[config.mk]
export PLATFORM = sky130hd
export DESIGN_NAME = fifo_burst_drain
export DESIGN_NICKNAME = d
export VERILOG_FILES = /design/src/rtl/fifo_burst_drain.sv
export SDC_FILE = /design/constraint.sdc
export NUM_CORES = 1
export LEC_CHECK = 0
export CAP_MARGIN = 10
export CORE_UTILIZATION = 55
export CTS_CLUSTER_SIZE = 12
export DETAILED_ROUTE_END_ITERATION = 7
export DONT_BUFFER_PORTS = 1
export PLACE_DENSITY = 0.7
export SLEW_MARGIN = 20
export SYNTH_ARGS = -nofsm -noshare
export SYNTH_HDL_FRONTEND = slang
export SYNTH_SLANG_ARGS = --single-unit
export TNS_END_PERCENT = 100
[constraint.sdc]
create_clock -name clk -period 1.9 [get_ports clk]
set_clock_uncertainty 0.15 [all_clocks]
set_input_delay 0.38 -clock clk [delete_from_list [all_inputs] [get_ports clk]]
set_output_delay 0.38 -clock clk [all_outputs]
set_load 0.05 [all_outputs]
[src/rtl/fifo_burst_drain.sv]
// Burst read controller for the cache request FIFO; FIFO word reaches out_valid 1 cycle after its pop.
// Pops stall while the 2-entry output buffer is full. DRAIN_STATS_EN adds burst/timeout counters.
module fifo_burst_drain #(
  parameter int DATA_BIT_SIZE = 8,
  parameter int BURST_LEN     = 4,
  parameter int TIMEOUT       = 16
) (
  input  logic                     clk,
  input  logic                     reset_n,
  input  logic                     fifo_empty,
  input  logic                     fifo_A_empty,
  output logic                     fifo_read_en,
  input  logic [DATA_BIT_SIZE-1:0] fifo_read_data,
  output logic                     out_valid,
  input  logic                     out_ready,
  output logic [DATA_BIT_SIZE-1:0] out_data,
  output logic                     out_sop,
  output logic                     busy
`ifdef DRAIN_STATS_EN
  ,
  output logic [15:0]              stat_bursts,
  output logic [15:0]              stat_timeouts
`endif
);

  localparam int TW = $clog2(TIMEOUT + 1);
  localparam int IW = $clog2(BURST_LEN + 1);

  localparam logic [1:0] IDLE  = 2'd0;
  localparam logic [1:0] WAIT  = 2'd1;
  localparam logic [1:0] DRAIN = 2'd2;

  localparam logic [TW-1:0] TIMER_LAST = TW'(TIMEOUT - 1);
  localparam logic [IW-1:0] ISSUED_MAX = IW'(BURST_LEN);

  logic [1:0]               state, state_nxt;
  logic [TW-1:0]            timer, timer_nxt;
  logic [IW-1:0]            issued, issued_nxt;
  logic [1:0]               occ;
  logic [DATA_BIT_SIZE-1:0] head_dat, tail_dat;
  logic                     head_sop, tail_sop;
  logic                     deq;
  logic                     push_sop;
  logic                     burst_done;
  logic                     timeout_hit;

  assign fifo_read_en = (state == DRAIN) && !fifo_empty && (occ != 2'd2) && (issued < ISSUED_MAX);
  assign out_valid    = (occ != 2'd0);
  assign out_data     = head_dat;
  assign out_sop      = head_sop;
  assign deq          = out_valid && out_ready;
  assign busy         = (state != IDLE) || (occ != 2'd0);
  assign push_sop     = (issued == '0);

  always_comb begin
    state_nxt   = state;
    timer_nxt   = timer;
    issued_nxt  = issued;
    burst_done  = 1'b0;
    timeout_hit = 1'b0;
    case (state)
      IDLE: begin
        if (!fifo_empty) begin
          state_nxt = fifo_A_empty ? WAIT : DRAIN;
          timer_nxt = '0;
        end
      end
      WAIT: begin
        timer_nxt = timer + 1'b1;
        if (fifo_empty) begin
          state_nxt = IDLE;
        end else if (!fifo_A_empty) begin
          state_nxt = DRAIN;
        end else if (timer == TIMER_LAST) begin
          state_nxt   = DRAIN;
          timeout_hit = 1'b1;
        end
      end
      DRAIN: begin
        if (fifo_read_en) begin
          issued_nxt = issued + 1'b1;
        end
        // An empty FIFO never pops, so issued_nxt here is the final burst size.
        if ((fifo_read_en && (issued_nxt == ISSUED_MAX)) || fifo_empty) begin
          burst_done = (issued_nxt != '0);
          state_nxt  = IDLE;
          issued_nxt = '0;
          timer_nxt  = '0;
        end
      end
      default: begin
        state_nxt = IDLE;
      end
    endcase
  end

  always_ff @(posedge clk or negedge reset_n) begin
    if (!reset_n) begin
      state  <= IDLE;
      timer  <= '0;
      issued <= '0;
    end else begin
      state  <= state_nxt;
      timer  <= timer_nxt;
      issued <= issued_nxt;
    end
  end

  // Head entry is always the oldest word; a push during a dequeue at occ==1 replaces the head.
  always_ff @(posedge clk or negedge reset_n) begin
    if (!reset_n) begin
      occ      <= '0;
      head_dat <= '0;
      head_sop <= 1'b0;
      tail_dat <= '0;
      tail_sop <= 1'b0;
    end else begin
      case ({fifo_read_en, deq})
        2'b10: begin
          if (occ == 2'd0) begin
            head_dat <= fifo_read_data;
            head_sop <= push_sop;
          end else begin
            tail_dat <= fifo_read_data;
            tail_sop <= push_sop;
          end
          occ <= occ + 2'd1;
        end
        2'b01: begin
          head_dat <= tail_dat;
          head_sop <= tail_sop;
          occ      <= occ - 2'd1;
        end
        2'b11: begin
          head_dat <= fifo_read_data;
          head_sop <= push_sop;
        end
        default: begin
          occ <= occ;
        end
      endcase
    end
  end

`ifdef DRAIN_STATS_EN
  always_ff @(posedge clk or negedge reset_n) begin
    if (!reset_n) begin
      stat_bursts   <= '0;
      stat_timeouts <= '0;
    end else begin
      if (burst_done && (stat_bursts != 16'hFFFF)) begin
        stat_bursts <= stat_bursts + 16'd1;
      end
      if (timeout_hit && (stat_timeouts != 16'hFFFF)) begin
        stat_timeouts <= stat_timeouts + 16'd1;
      end
    end
  end
`endif

endmodule
Word level (Yosys, flattened, before mapping)
Cells that the tools add are included.

word-level totals
  input bits = 13
  word-level logic and storage cells = 64
  flip-flop bits (word level) = 30

operators by class
  bitwise gates (word level) = 1
  magnitude comparators = 1
  eq/ne operators = 12
  multiplexer cells = 18
  reduce and logical (&&, ||, !) cells = 20
  $add $sub $neg = 4

operators with widths
  operator               count
  $pmux W8 S3            1
  $pmux W5 S3            1
  $mux W2                6
  $mux W5                2
  $mux W3                3
  $mux W8                1
  $eq A2 B2 Y1 const B   3
  $ne A2 B2 Y1 const B   3
  $pmux W2 S3            1
  $reduce_and A3 Y1      2
  $reduce_bool A2 Y1     3
  $reduce_bool A3 Y1     2
  $add A5 B1 Y5 const B  1
  $eq A5 B4 Y1 const B   1
  $logic_and A1 B1 Y1    5
  $eq A2 B1 Y1 const B   2
  $logic_not A2 Y1       2
  $ne A4 B4 Y1 const B   1
  $pmux W2 S2            1
  $reduce_and A2 Y1      2
  $add A3 B1 Y3 const B  1
  $eq A3 B3 Y1 const B   1
  $logic_not A3 Y1       1
  $lt A3 B3 Y1 const B   1
  other kinds (8)        9

Depth between registers and ports, before layout
Gate-level depths: netlist of the first run.

  word-level depth = 11
  gate-level depth with buffers = 7

Worst setup path before layout of the first run
No wires, ideal clock.

  path kind = input-to-output
  from = input port fifo_empty
  to = output port fifo_read_en
  stages on the path = 4
  buffers on the path = 1
  slack = 3 ps
  required time = 1370 ps
  arrival time = 1367 ps
  path through = buf_6 -> nor4b_4 -> nand2_1 -> inv_1

between the ends
  word-level cells in the longest chain between the ends = 4

RTL lines
  item                               RTL line  text
  from (decl)                        10        input logic fifo_empty,
  $logic_not A1 Y1                   --
  $logic_and A1 B1 Y1 (3 in series)  47        assign fifo_read_en = (state == DRAIN) && !fifo_empty && (occ != 2'd2) && (issued < ISSUED_MAX);
  to (decl)                          12        output logic fifo_read_en,

No other way between the ends.

Final worst setup path of the first run
  from = register issued[2]
  to = output port fifo_read_en

between the ends
  word-level cells in the longest chain between the ends = 2

RTL lines
  item                    RTL line  text
  from (decl)             38        logic [IW-1:0] issued, issued_nxt;
  from (signal assigned)  105       issued <= issued_nxt;
  $lt A3 B3 Y1            47
  $logic_and A1 B1 Y1     47

No other way between the ends.

==> results of run 1 <==
-- layout make-up --
class,count,share of cell area
Sequential cell,30,0.443
Clock buffer,7,0.0323
Multi-Input combinational cell,101,0.405
Inverter,11,0.0242
Tap cell,30,0.0220
Clock inverter,1,0.00294
Timing Repair Buffer,12,0.0705
-- cells in the final DEF (no fill, tap or decap), types with 5 or more instances in the layout --
| cell type | n |
|---|---|
| clkbuf_4 | 5 |
| inv_1 | 9 |
| nor2_1 | 24 |
| o22ai_1 | 11 |
| buf_4 | 8 |
| dfrtp_1 | 27 |
| a21oi_1 | 5 |
| mux2_2 | 8 |
| nand2_1 | 7 |
-- sequential cells by signal (all words and copies together), names as in the netlist --
signal / flops
out_data: 8
out_sop: 1
tail_sop: 1
timer: 5
issued: 3
occ: 2
state: 2
tail_dat: 8
-- where the power goes --
group	leakage, nW	internal, W	switching (W)
Clock	0.0353	0.000179	0.000221
Sequential	0.381	0.000859	0.000526
Combinational	0.385	0.000340	0.000387
-- synth_stat cells (all sizes together) (3+ instances only) --
| master | count |
|---|---|
| mux2 | 8 |
| inv | 11 |
| nand2b | 5 |
| nor2 | 27 |
| nand2 | 8 |
| nand3 | 3 |
| o22ai | 11 |
| a21oi | 5 |
| buf | 3 |
| dfrtp | 30 |
| o21ai | 5 |
| ha | 4 |
-- worst min-delay path by stage --
| stage | start | to | slack, ps | cells past startpoint |
|---|---|---|---|---|
| final | out_ready | occ[0] | 20 | 2 |
| after global routing | out_ready | occ[0] | 10 | 2 |
| after CTS | out_ready | occ[0] | 7 | 2 |
| after detailed placement | reset_n | occ[0] | -60 | 0 |
| after global placement | reset_n | occ[0] | -60 | 0 |
| after floorplan | reset_n | issued[0] | -70 | 0 |
-- stage by stage --
stage               hold WS [ps]  setup slack [ps]  std cells  cell area [um^2]  power (W)
CTS                         7.46             -37.2        191              1680    0.00250
global placement           -64.9              44.2        178              1560    0.00200
finish                      23.4             -32.6        192              1700    0.00251
global route                10.4              -122        192              1700    0.00265
detailed placement         -64.9             -29.8        178              1560    0.00205
floorplan                  -65.6              3.50        144              1480    0.00187
-- cell families (layout without fill, tap and decap cells) --
family,after synthesis,after routing,share of synthesized area
AND/OR/NAND/NOR,53,53,0.184
AO/OA/AOI/OAI,34,35,0.163
flip-flops,30,30,0.508
buffers and inverters,14,31,0.0440
multiplexers,9,9,0.0677
adder cells (fa/ha/maj),4,4,0.0339
-- metal layers --
| layer | share of wire | wire length [um] |
|---|---|---|
| met3 | 0.067 | 203 |
| met5 | 0 | 0 |
| met1 | 0.44 | 1340 |
| met4 | 0.018 | 55 |
| met2 | 0.47 | 1430 |
-- what timing repair did --
| action | 4_1_cts | 5_1_grt |
|---|---|---|
| resized for setup | 5 | 8 |
| hold buffers | 3 | 0 |
| pin swaps | 3 | 1 |
| buffers inserted | 2 | 0 |
| setup endpoints to repair | 7 | 19 |
| cloned | 0 | 1 |
| hold endpoints to repair | 35 | 0 |
==> impl_metrics.env, run 1 <==
export IMPL_reg2reg_to="state[1]"
export IMPL_timing_fmax_mhz=517
export IMPL_seq_area_frac_synth=0.508
export IMPL_overflow=0
export IMPL_die_h_um=53.8
export IMPL_crit_path_max_incr_delay_ps=410
export IMPL_critPathCaptureType="output port"
export IMPL_hold_path_class="in2reg"
export IMPL_synth_top_cell_by_area="dfrtp_1"
export IMPL_start_util=0.591
export IMPL_drtIter0Drc=30
export IMPL_timing_final_ws_setup_ps=-32.6
export IMPL_clockRootBuffer="clkbuf_4"
export IMPL_antennaDiodeCount=0
export IMPL_row_count=18
export IMPL_wl_per_cell_um=15.8
export IMPL_syn_nets=161
export IMPL_crit_start="issued[2]"
export IMPL_cts_tree="built"
export IMPL_crit_type="reg2out"
export IMPL_crit_path_end="fifo_read_en"
export IMPL_place_hpwl_mm=2.05
export IMPL_clk_latency_ps=330
export IMPL_critPathBufInv=2
export IMPL_cts_buffers=5
export IMPL_met3_usage=0.0904
export IMPL_htree_levels=2
export IMPL_async_reset_ff_frac=1.00
export IMPL_relSlewSlack=0.671
export IMPL_use_met2=0.364
export IMPL_path_max_fanout=2
export IMPL_routed_wl_mm=3.03
export IMPL_viasPerCell=5.80
export IMPL_synth_top_area_frac=0.508
export IMPL_post_route_drc_count=0
export IMPL_numClockSinks=30
export IMPL_grt_busiest_layer="met2"
export IMPL_status="finished, violations left"
export IMPL_regArea_um2=754
export IMPL_rsz0062_at_grt="true"
export IMPL_startpoint_type="flip-flop"
export IMPL_final_max_slew_viol_count=0
export IMPL_cpLargestDelayFamily="simple AND/OR/NAND/NOR gates"
export IMPL_p_leak_nw=0.801
export IMPL_pwr_density_cell_mw_per_mm2=1470
export IMPL_hold_viol=0
export IMPL_antenna_found_initial=0
export IMPL_r2r_start="issued[0]"
export IMPL_critPathArrivalTime_ps=1400
export IMPL_utilization=0.682
export IMPL_required_ps=1370
export IMPL_worstMarginPinSlew_ps=494
export IMPL_gr_usage_met1=0.283
export IMPL_syn_to_final_growth_pct=15.3
export IMPL_ys_top_cells_by_area="dfrtp_1 51%, nor2_1 6.6%, mux2_2 6.1%, o22ai_1 4.7%, ha_1 3.4%"
export IMPL_io_buffers=0
export IMPL_yosysWarnings=0
export IMPL_gr_usage_all_layers=0.232
export IMPL_coreArea_mm2=0.00250
export IMPL_drive_gt1_frac=0.265
export IMPL_place_congestion=0.846
export IMPL_ant_nets=0
export IMPL_irDropWorstVdd_uv=1290
export IMPL_fin_nets=178
export IMPL_ys_types=37
export IMPL_worst_r2r_cell_count=6
export IMPL_yosys_most_used_dff="dfrtp_1"
export IMPL_setup_viol=1
export IMPL_path_cells="nor4b_4 > nand2_1 > inv_2 > buf_12"
export IMPL_maxCapViolCount=0
export IMPL_ys_seq_elements=30
export IMPL_grt_max_degree=31
export IMPL_grt_pass1_wl_mm=4.53
export IMPL_fp_dieW_um=53.8
export IMPL_nFillCells=205
export IMPL_min_period_over_period=1.02
export IMPL_io_pins=25
export IMPL_r2r_slack_ps=80
export IMPL_die_area_mm2=0.00290
export IMPL_multi_input_area_um2=691
export IMPL_synth_edf_count=0
export IMPL_slowest_stage="dfrtp_1"
export IMPL_grt_pass1_vias=1062
export IMPL_fin_crit_ps=1930
export IMPL_cp_num_cells=4
export IMPL_syn_avg_cell_area_um2=10.3
export IMPL_synth_area_mm2=0.00148
export IMPL_dr_pass1_iters=4
export IMPL_final_setup_tns_ps=-32.6
export IMPL_synthesis_instances=144
export IMPL_vias=1114
export IMPL_violations="negative setup slack"
export IMPL_clkTransAtPathRegs_ps=90
export IMPL_clk_path_buf_depth=2
Power figures use the tool's default switching activity.
==> run 2: changes to the inputs <==
--- a/config.mk
+++ b/config.mk
@@ -6,11 +6,12 @@
 export NUM_CORES = 1
 export LEC_CHECK = 0
 export CAP_MARGIN = 10
-export CORE_UTILIZATION = 55
+export CORE_UTILIZATION = 52
 export CTS_CLUSTER_SIZE = 12
 export DETAILED_ROUTE_END_ITERATION = 7
-export DONT_BUFFER_PORTS = 1
-export PLACE_DENSITY = 0.7
+export MAX_ROUTING_LAYER = met4
+export PLACE_DENSITY = 0.78
+export SKIP_LAST_GASP = 1
 export SLEW_MARGIN = 20
 export SYNTH_ARGS = -nofsm -noshare
 export SYNTH_HDL_FRONTEND = slang
==> run 2 against run 1 <==
Effect of this change: the flow still finishes with violations (negative setup slack); combinational power is 89% higher; register-to-register slack better by 20 ps; global-route usage is 2.0 points higher; cell count is 15% higher; worst hold slack better by 250 ps; sequential power is 25% lower; sequential cell count stayed put; largest cell class unchanged.
==> impl_metrics.env, run 2 (synthesis gave the netlist of run 1 again) <==
export IMPL_r2r_slack_ps=100
export IMPL_routed_wl_mm=3.36
export IMPL_final_common_cell="dfrtp_1"
export IMPL_htree_levels=2
export IMPL_grt_max_degree=31
export IMPL_critPathArrivalTime_ps=1460
export IMPL_crit_type="reg2out"
export IMPL_crit_path_max_incr_delay_ps=430
export IMPL_worst_r2r_cell_count=6
export IMPL_cpLargestDelayFamily="simple AND/OR/NAND/NOR gates"
export IMPL_path_cells="nor4b_4 > nand2_1 > inv_2 > buf_12"
export IMPL_startpoint_type="flip-flop"
export IMPL_grt_pass1_wl_mm=5.81
export IMPL_die_h_um=55.3
export IMPL_maxCapViolCount=0
export IMPL_antenna_found_initial=0
export IMPL_min_period_over_period=1.05
export IMPL_place_hpwl_mm=2.42
export IMPL_drive_gt1_frac=0.305
export IMPL_slowest_stage="dfrtp_1"
export IMPL_overflow=0
export IMPL_clk_path_buf_depth=2
export IMPL_place_congestion=0.807
export IMPL_row_count=18
export IMPL_stdcell_area_mm2=0.00197
export IMPL_ant_nets=0
export IMPL_numClockSinks=30
export IMPL_status="finished, violations left"
export IMPL_placed_area_mm2=0.00186
export IMPL_final_max_slew_viol_count=0
export IMPL_pwr_density_cell_mw_per_mm2=1480
export IMPL_final_cell_mix="28 x dfrtp_1, 26 x buf_4, 24 x nor2_1, 11 x o22ai_1, 11 x clkdlybuf4s50_1"
export IMPL_violations="negative setup slack"
export IMPL_worstMarginPinSlew_ps=382
export IMPL_cts_tree="built"
export IMPL_path_max_fanout=3
export IMPL_crit_start="issued[2]"
export IMPL_fp_dieW_um=55.3
export IMPL_fin_nets=206
export IMPL_postCtsHoldBufs=0
export IMPL_start_util=0.571
export IMPL_crit_path_end="fifo_read_en"
export IMPL_timing_final_ws_setup_ps=-91.0
export IMPL_grt_pass1_vias=1331
export IMPL_required_ps=1370
export IMPL_reg2reg_to="issued[2]"
export IMPL_critPathBufInv=2
export IMPL_rsz0062_at_grt="true"
export IMPL_coreArea_mm2=0.00259
export IMPL_dr_pass1_iters=4
export IMPL_io_buffers=24
export IMPL_clockRootBuffer="clkbuf_4"
export IMPL_clkTransAtPathRegs_ps=100
export IMPL_antennaDiodeCount=0
export IMPL_timing_fmax_mhz=502
export IMPL_gr_usage_all_layers=0.251
export IMPL_io_pins=25
export IMPL_setup_viol=1
export IMPL_critPathCaptureType="output port"
export IMPL_viasPerCell=5.85
export IMPL_wl_per_cell_um=15.3
export IMPL_post_route_drc_count=0
export IMPL_relSlewSlack=0.745
export IMPL_clk_latency_ps=340
export IMPL_syn_to_final_growth_pct=33.0
export IMPL_p_leak_nw=0.938
export IMPL_fin_crit_ps=1990
export IMPL_hold_path_class="in2async"
export IMPL_hold_viol=0
export IMPL_cts_buffers=5
export IMPL_vias=1287
export IMPL_r2r_start="issued[0]"
export IMPL_cp_num_cells=4
export IMPL_post_place_ws_ps=-298
export IMPL_die_area_mm2=0.00306
export IMPL_drtIter0Drc=30
export IMPL_irDropWorstVdd_uv=1210
-- run 2: worst reg2reg max path, stage by stage (launching register included) --
cell      delay [ps]
dfrtp_1          360
inv_1             60
ha_1             300
nand3b_1         190
or3_1            360
a41oi_1          230
a21oi_1           50
-- run 2: per-layer routing --
layer  vias up  part of all wire  GRT usage
met5         -                 0          -
met4         0             0.015      0.111
met3         5             0.060     0.0867
met2        42              0.50      0.387
met1       637              0.42      0.299
li1        603                 -          -
-- run 2: worst min-delay path by stage --
stage / endpoint / from
finish: timer[0] / reset_n
global route: tail_sop / reset_n
CTS: timer[0] / reset_n
detailed placement: tail_sop / tail_sop
global placement: tail_sop / tail_sop
floorplan: issued[0] / reset_n
-- run 2: layout make-up --
| class | count | area [um^2] |
|---|---|---|
| Multi-Input combinational cell | 100 | 684 |
| Clock inverter | 1 | 30.0 |
| Fill cell | 182 | 624 |
| Timing Repair Buffer | 41 | 374 |
| Sequential cell | 30 | 753 |
| Clock buffer | 7 | 45.0 |
| Inverter | 11 | 41.3 |
| Tap cell | 30 | 37.5 |
-- run 2: where the power goes --
part / switching [W] / internal, W
registers: 0.000166 / 0.000865
clock network: 0.000223 / 0.000279
logic: 0.000812 / 0.000561
total: 0.00120 / 0.00170
-- run 2: stage by stage --
step                TNS (ps)  instances  utilization  hold slack [ps]  total power [W]
global route            -166        220        0.759              290          0.00306
detailed placement     -5710        211        0.718              344          0.00239
CTS                    -96.4        220        0.750              281          0.00289
floorplan                  0        144            -            -65.6          0.00187
finish                 -91.0        220        0.759              278          0.00291
global placement       -4880        211        0.718              323          0.00234
-- run 2: timing repair --
item,in CTS,in global routing
gates resized for setup,4,8
pin swaps,2,0
endpoints found under the setup margin,8,8
gates cloned,0,0
setup buffers,1,0
==> run 3: changes to the inputs <==
--- a/config.mk
+++ b/config.mk
@@ -7,7 +7,7 @@
 export LEC_CHECK = 0
 export CAP_MARGIN = 10
 export CORE_UTILIZATION = 52
-export CTS_CLUSTER_SIZE = 12
+export CTS_CLUSTER_SIZE = 25
 export DETAILED_ROUTE_END_ITERATION = 7
 export MAX_ROUTING_LAYER = met4
 export PLACE_DENSITY = 0.78
==> results of run 3 <==
No change in the layout: final DEF, timing and power equal those of run 2.
